===== src/rtl/xor_stream_driver.sv =====
`default_nettype none
// ============================================================================
//  Module   : xor_stream_driver
//  Purpose  : Self-test master for the 2-in/1-out XOR stream pipeline. It
//             sends LFSR operand pairs and checks each returned XOR result.
//  Revision : 1.0  initial release
// ============================================================================
module xor_stream_driver #(
  parameter int         NUM_TXN   = 16,
  parameter logic [7:0] LFSR_SEED = 8'hA5,
  parameter int         EXP_DEPTH = 8,
  parameter int         TIMEOUT   = 255
) (
  input  logic       clk,
  input  logic       rst,
  input  logic       start,
  output logic [1:0] din,
  output logic       wr_en,
  input  logic       full,
  input  logic       res,
  input  logic       res_valid,
  output logic       res_rd,
  output logic       busy,
  output logic       done,
  output logic       pass,
  output logic [7:0] err_count,
  output logic [7:0] txn_count
);

  localparam int               c_aw       = (EXP_DEPTH > 1) ? $clog2(EXP_DEPTH) : 1;
  localparam logic [c_aw:0]    c_depth    = EXP_DEPTH[c_aw:0];
  localparam logic [c_aw:0]    c_cnt_one  = 1;
  localparam logic [c_aw-1:0]  c_ptr_one  = 1;
  localparam logic [7:0]       c_num      = 8'(NUM_TXN);
  localparam logic [7:0]       c_tmo_last = 8'(TIMEOUT - 1);

  typedef enum logic [1:0] {
    S_IDLE  = 2'd0,
    S_SEND  = 2'd1,
    S_DRAIN = 2'd2,
    S_DONE  = 2'd3
  } state_t;

  state_t               r_state;
  logic [7:0]           r_lfsr;
  logic [7:0]           r_sent;
  logic [7:0]           r_txn;
  logic [7:0]           r_err;
  logic [7:0]           r_tmo;
  logic [EXP_DEPTH-1:0] r_q;
  logic [c_aw-1:0]      r_wptr;
  logic [c_aw-1:0]      r_rptr;
  logic [c_aw:0]        r_cnt;
  logic                 r_busy;
  logic                 r_done;
  logic                 r_pass;

  logic       w_q_empty;
  logic       w_q_full;
  logic       w_pop_hit;
  logic       w_spur;
  logic       w_err_inc;
  logic       w_tmo_fire;
  logic [7:0] w_lfsr_nxt;
  logic [7:0] w_err_add;
  logic [8:0] w_err_sum;
  logic [7:0] w_err_nxt;

  assign w_lfsr_nxt = {r_lfsr[6:0], r_lfsr[7] ^ r_lfsr[5] ^ r_lfsr[4] ^ r_lfsr[3]};
  assign din        = r_lfsr[1:0];

  assign w_q_empty = (r_cnt == '0);
  assign w_q_full  = (r_cnt == c_depth);

  assign wr_en  = (r_state == S_SEND) && !full && (r_sent < c_num) && !w_q_full;
  assign res_rd = res_valid && ((r_state == S_SEND) || (r_state == S_DRAIN));

  // Emptiness is judged before this cycle's push: a result can never pair with
  // an operand issued in the same cycle.
  assign w_pop_hit  = res_rd && !w_q_empty;
  assign w_spur     = res_rd && w_q_empty;
  assign w_err_inc  = w_spur || (w_pop_hit && (res != r_q[r_rptr]));
  assign w_tmo_fire = (r_state == S_DRAIN) && !res_rd && (r_tmo == c_tmo_last);

  assign w_err_add = w_tmo_fire ? (c_num - r_txn) : {7'd0, w_err_inc};
  assign w_err_sum = {1'b0, r_err} + {1'b0, w_err_add};
  assign w_err_nxt = w_err_sum[8] ? 8'hFF : w_err_sum[7:0];

  always_ff @(posedge clk or negedge rst) begin
    if (!rst) begin
      r_state <= S_IDLE;
      r_lfsr  <= LFSR_SEED;
      r_sent  <= 8'd0;
      r_txn   <= 8'd0;
      r_err   <= 8'd0;
      r_tmo   <= 8'd0;
      r_q     <= '0;
      r_wptr  <= '0;
      r_rptr  <= '0;
      r_cnt   <= '0;
      r_busy  <= 1'b0;
      r_done  <= 1'b0;
      r_pass  <= 1'b0;
    end else begin
      if (wr_en) begin
        r_q[r_wptr] <= din[1] ^ din[0];
        r_wptr      <= r_wptr + c_ptr_one;
        r_lfsr      <= w_lfsr_nxt;
        r_sent      <= r_sent + 8'd1;
      end
      if (w_pop_hit) begin
        r_rptr <= r_rptr + c_ptr_one;
        r_txn  <= r_txn + 8'd1;
      end
      case ({wr_en, w_pop_hit})
        2'b10:   r_cnt <= r_cnt + c_cnt_one;
        2'b01:   r_cnt <= r_cnt - c_cnt_one;
        default: r_cnt <= r_cnt;
      endcase
      r_err <= w_err_nxt;
      r_tmo <= ((r_state == S_DRAIN) && !res_rd) ? r_tmo + 8'd1 : 8'd0;

      case (r_state)
        S_IDLE, S_DONE: begin
          if (start) begin
            r_state <= S_SEND;
            r_lfsr  <= LFSR_SEED;
            r_sent  <= 8'd0;
            r_txn   <= 8'd0;
            r_err   <= 8'd0;
            r_tmo   <= 8'd0;
            r_wptr  <= '0;
            r_rptr  <= '0;
            r_cnt   <= '0;
            r_busy  <= 1'b1;
            r_done  <= 1'b0;
            r_pass  <= 1'b0;
          end
        end
        S_SEND: begin
          if (r_sent == c_num) r_state <= S_DRAIN;
        end
        S_DRAIN: begin
          if ((r_txn == c_num) || w_tmo_fire) begin
            r_state <= S_DONE;
            r_busy  <= 1'b0;
            r_done  <= 1'b1;
            r_pass  <= (w_err_nxt == 8'd0);
          end
        end
        default: r_state <= S_IDLE;
      endcase
    end
  end

  assign busy      = r_busy;
  assign done      = r_done;
  assign pass      = r_pass;
  assign err_count = r_err;
  assign txn_count = r_txn;

endmodule
`default_nettype wire


===== config.mk =====
export PLATFORM = sky130hd
export DESIGN_NAME = xor_stream_driver
export DESIGN_NICKNAME = d
export VERILOG_FILES = /design/src/rtl/xor_stream_driver.sv
export SDC_FILE = /design/constraint.sdc
export NUM_CORES = 1
export LEC_CHECK = 0
export CAP_MARGIN = 20
export CORE_ASPECT_RATIO = 0.9
export CORE_MARGIN = 2
export CORE_UTILIZATION = 30
export DETAILED_ROUTE_END_ITERATION = 16
export PLACE_DENSITY = 0.49
export SYNTH_ARGS = -nofsm -noshare
export SYNTH_HDL_FRONTEND = slang
export SYNTH_SLANG_ARGS = --single-unit

===== constraint.sdc =====
create_clock -name clk -period 7.1 [get_ports clk]
set_clock_uncertainty 0.2 [all_clocks]
set_input_delay 1.42 -clock clk [delete_from_list [all_inputs] [get_ports clk]]
set_output_delay 1.42 -clock clk [all_outputs]
set_load 0.005 [all_outputs]

# Word-level counts from Yosys, hierarchy flattened
# Cells that the tools add are included.
# word_totals
reg_bits	63
latch_bits	0
ramBits	0
mem_bits_ro	0
output_inout_bits	23
n_memories	0
# op_classes
add_sub_neg	9
multipliers	0
div_mod_pow	0
magnitude_cmp	4
n_eq_ne	13
shifts	0
n_mux	42
bitwise_logic	4
n_reduce_logical	24
# ops
op	n
$mux 8	16
$add 8x1->8 const B	3
$mux 3	6
$eq 8x5->1 const B	2
$logic_and 1x1->1	10
$add 8x8->9	1
$bwmux 8	1
$eq 8x8->1 const B	1
$logic_not 8->1	1
$lt 3x4->1 const B	2
$lt 8x5->1 const B	1
$mux 4	2
$pmux 4 s2	1
$sub 5x8->8 const A	1
$mux 1	7
$add 3x1->3 const B	2
$eq 2x2->1 const B	3
$mux 2	3
$pmux 1 s2	3
$pmux 2 s3	1
$reduce_and 3->1	2
$add 4x1->4 const B	1
$eq 2x1->1 const B	2
$eq 4x4->1 const B	1
other kinds (14)	23

# Longest topological paths before layout
# logic_depth
depth_word	12
depth_mapped	15

# Least setup slack after synthesis
# OpenSTA, ideal clock, no wires.
# synth_timing
kind	input port to flip-flop
from	in res_valid
to	reg r_pass, in the netlist pass
setup_time_ns	0.066
arrival_ns	3.614
required_ns	6.834
setup_slack_ns	3.220
cell_stages	12
n_path_buf	1
path_cell_list	nand2b_2 nand4_1 or2_2 buf_2 nor2_1 ha_1 a21oi_1 nand2_1 a221oi_1 nand2_1 o41ai_1 a221o_1
# synth_between
elab_chain_cells	10
word_cells_on_any_way	17
# synth_lines
element	line	rtl
from (decl)	21	input logic res_valid,
$logic_and 1x1->1 *	76	assign res_rd = res_valid && ((r_state == S_SEND) || (r_state == S_DRAIN));
$logic_and 1x1->1 or $logic_not 1->1 (tied branches)	80, 83	
$logic_and 1x1->1, on equally long branches	82, 83	
$logic_or 1x1->1 or $logic_and 1x1->1 (tied branches)	82, 83	
$mux 8	85	assign w_err_add = w_tmo_fire ? (c_num - r_txn) : {7'd0, w_err_inc};
$add 8x8->9	86	assign w_err_sum = {1'b0, r_err} + {1'b0, w_err_add};
$mux 8	87	assign w_err_nxt = w_err_sum[8] ? 8'hFF : w_err_sum[7:0];
$logic_not 8->1	148	r_pass <= (w_err_nxt == 8'd0);
$mux 1	144	if ((r_txn == c_num) || w_tmo_fire) begin
$pmux 1 s2	123	case (r_state)
to (signal assigned)	148	
to (decl)	56	logic r_pass;
# Mark *: on every way between the ends. The rest lies on a longest branch, timed or not. The select of a mux whose other input is x is not followed.
# A chain may end at the register's enable or synchronous reset.

# Worst setup path after layout
# layout_timing
from	in full
to	out wr_en
# layout_between
elab_chain_cells	4
# layout_lines
element	line	rtl
from (decl)	19	input logic full,
$logic_not 1->1	75	assign wr_en = (r_state == S_SEND) && !full && (r_sent < c_num) && !w_q_full;
$logic_and 1x1->1 (3 in series)	75	
to (decl)	18	output logic wr_en,
# Every way passes these cells.

==> impl_metrics.ini <==
[status]
status = completed

[logic_synthesis]
synth_area_um2 = 3560
synth_top_area_share_pct = 41.4
synth_seq_area_share_pct = 44.4
synthArstFlopShare_pct = 100
ys_types = 49
ys_ff_latch = 63
yosysTopAreaCell = dfrtp_1
yosysWarnings = 0
synth_area_leaders = dfrtp_1 41%, ha_1 7.7%, xor2_1 5.2%
synth_ff_type = dfrtp_1
synth_common_cells = 59 x dfrtp_1, 41 x nand2_1, 37 x nor2_1
yosysMostFrequentCell = dfrtp_1
syn_nets = 395
synth_enable_flop_cells = 0
avgSynthCellArea_um2 = 9.76
synthesis.instances = 365

[global_route]
antenna_found_initial = 0
grt_max_degree = 64
met3_usage_pct = 2.17
met1_usage_pct = 16.8
grt_use_total_pct = 12.4
grt_pass1_wl_um = 12600
first_global_vias = 2549
met2_usage_pct = 19.0
top_usage_layer = met2
globalRoute.totalOverflow = 0

[critical_path]
critPathLaunchType = input port
cp.required_ps = 5480
cp-end-kind = output port
crit_fanout = 18
worstPathArrival_ps = 3090
worstSetupPathType = input port to output port

[min_path]
min_path_type = flip-flop to flip-flop

[routing]
routed_wl_um = 7370
drt_drc_violations_left = 0
vias = 2614
drtAntennaViolNets = 0
vias_per_cell = 4.73
drt_iter0_drc = 201
wire_per_inst_um = 13.3
firstDrtPassIters = 8

[finish]
seqCellArea_um2 = 1580
final_util_pct = 37.1
multi_input_area_um2 = 1840
area_growth_pct = 20.0
drive_gt1_share_pct = 11.1
final_area_um2 = 4270
nets = 422
num_antenna_cells = 0
fill_cells = 1121

[clock_network]
cts_tree = built
cts_resized = 0
root_buffer = clkbuf_16
clkLatencyLatePin_ps = 330
cts_max_level = 3
numCtsBuffers = 9
hold_buffers = 0
cts.sinks = 63
clkTransAtPathRegs_ps = 50
ctsLongestPathBuffers = 2
post_cts_buffers = 0

[die]
num_rows = 37
core-area_um2 = 11500
die-area_um2 = 12800
ios = 29
die_h_um = 107
initial_core_util_pct = 30.9
die_x_um = 119

[place]
placed_cell_area_um2 = 3980
gp_congestion = 0.797
io_buffers = 28
hpwl_um = 5040

[sta]
final_hold_viol_count = 0
worstMarginPinSlew_ps = 831
period_minus_slack_ps = 4710
final-max-slew-violation-count = 0
fin_crit_sh_pct = 66.3
rsz0062_at_grt = false
finalSetupTns_ps = 0
slew_headroom_pct = 44.6
maxClockFrequency_mhz = 212
finalSetupViolCount = 0

[pwr]
ir_worst_vdd_uv = 133
p_leak_uw = 0.00191
powerDensity_nw_per_um2 = 333
power.total_uw = 1430

[job]
cap_violations = 0
[final timing paths]
path / from / end / slack, ps / cells after the start
setup reg to reg: r_rptr[0] / pass / 3310 / 13
setup / recovery: full / wr_en / 2390 / 5
hold reg to reg: r_sent[6] / r_sent[6] / 280 / 1
hold / removal: r_sent[6] / r_sent[6] / 280 / 1
max in group asynchronous: rst / r_cnt[2] / 5070 / 2
min in group asynchronous: rst / r_q[5] / 1030 / 2
[placed cells by master (no fill, tap or decap), types with 2 or more instances in the layout]
cell type	n
dfrtp_1	59
nand2_1	41
nor2_1	37
a21oi_1	32
clkdlybuf4s50_1	27
ha_1	22
xor2_1	21
inv_1	19
xnor2_1	17
nand3_1	16
o21ai_0	10
nand4_1	9
clkbuf_16	9
mux2_2	8
and2_1	5
nor3_1	4
mux2i_1	4
dfstp_2	4
nor4_1	3
o41ai_1	3
clkinv_2	3
nand2_4	2
mux4_2	2
o211ai_1	2
nor2_2	2
a21o_1	2
or3_1	2
nor2b_1	2
nor3b_2	2
nand3b_1	2
fa_1	2
buf_4	2
[registers in the layout, summed over array words and instances (netlist names)]
| register | cells |
|---|---|
| txn_count | 8 |
| r_rptr | 3 |
| busy | 1 |
| err_count | 8 |
| r_q | 8 |
| r_state | 2 |
| r_tmo | 8 |
| done | 1 |
| pass | 1 |
| r_lfsr | 8 |
| r_cnt | 4 |
| r_wptr | 3 |
| r_sent | 8 |
[kinds of logic (layout without fill, tap and decap cells)]
logic type	count (synthesis)	count (layout)	synth area share [%]
simple gates	136	136	19.4
flops	63	63	44.4
compound gates	56	56	9.03
xor+xnor	38	38	9.34
buf+inv	34	66	4.04
fa+ha+maj	24	24	8.85
mux	14	14	4.92
[critical path, stage by stage]
cell	delay, ps
clkdlybuf4s50_1	450
nor4b_4	320
nand2_4	180
inv_6	180
clkdlybuf4s50_1	520
[power breakdown]
group          switching [uW]  leakage, uW  internal (uW)
clock network             161     0.000142            270
registers                78.4     0.000837            440
logic                     267     0.000931            209
total                     506      0.00191            919
[through the flow]
stage | hold slack (ps) | instances | worst slack, ps
after global routing | 292 | 553 | 2290
final | 283 | 553 | 2390
after CTS | 288 | 553 | 2380
after detailed placement | 277 | 537 | 2380
after global placement | 271 | 537 | 2410
after floorplan | 255 | 365 | 3220
[metal layers]
layer / vias up / share of wire (%)
met4: 0 / 1.7
met2: 40 / 45
met1: 1263 / 50
li1: 1304 / -
met3: 7 / 3.1
met5: - / 0
[final cells by class]
class                      count  area share (%)
sequential                    63            37.0
multi-input combinational    268            43.0
inverter                      20            1.87
clock inverter                 6            1.43
clock buffer                  10            5.36
timing repair buffer          30            6.79
tap                          156            4.57
Power figures use the tool's default switching activity.
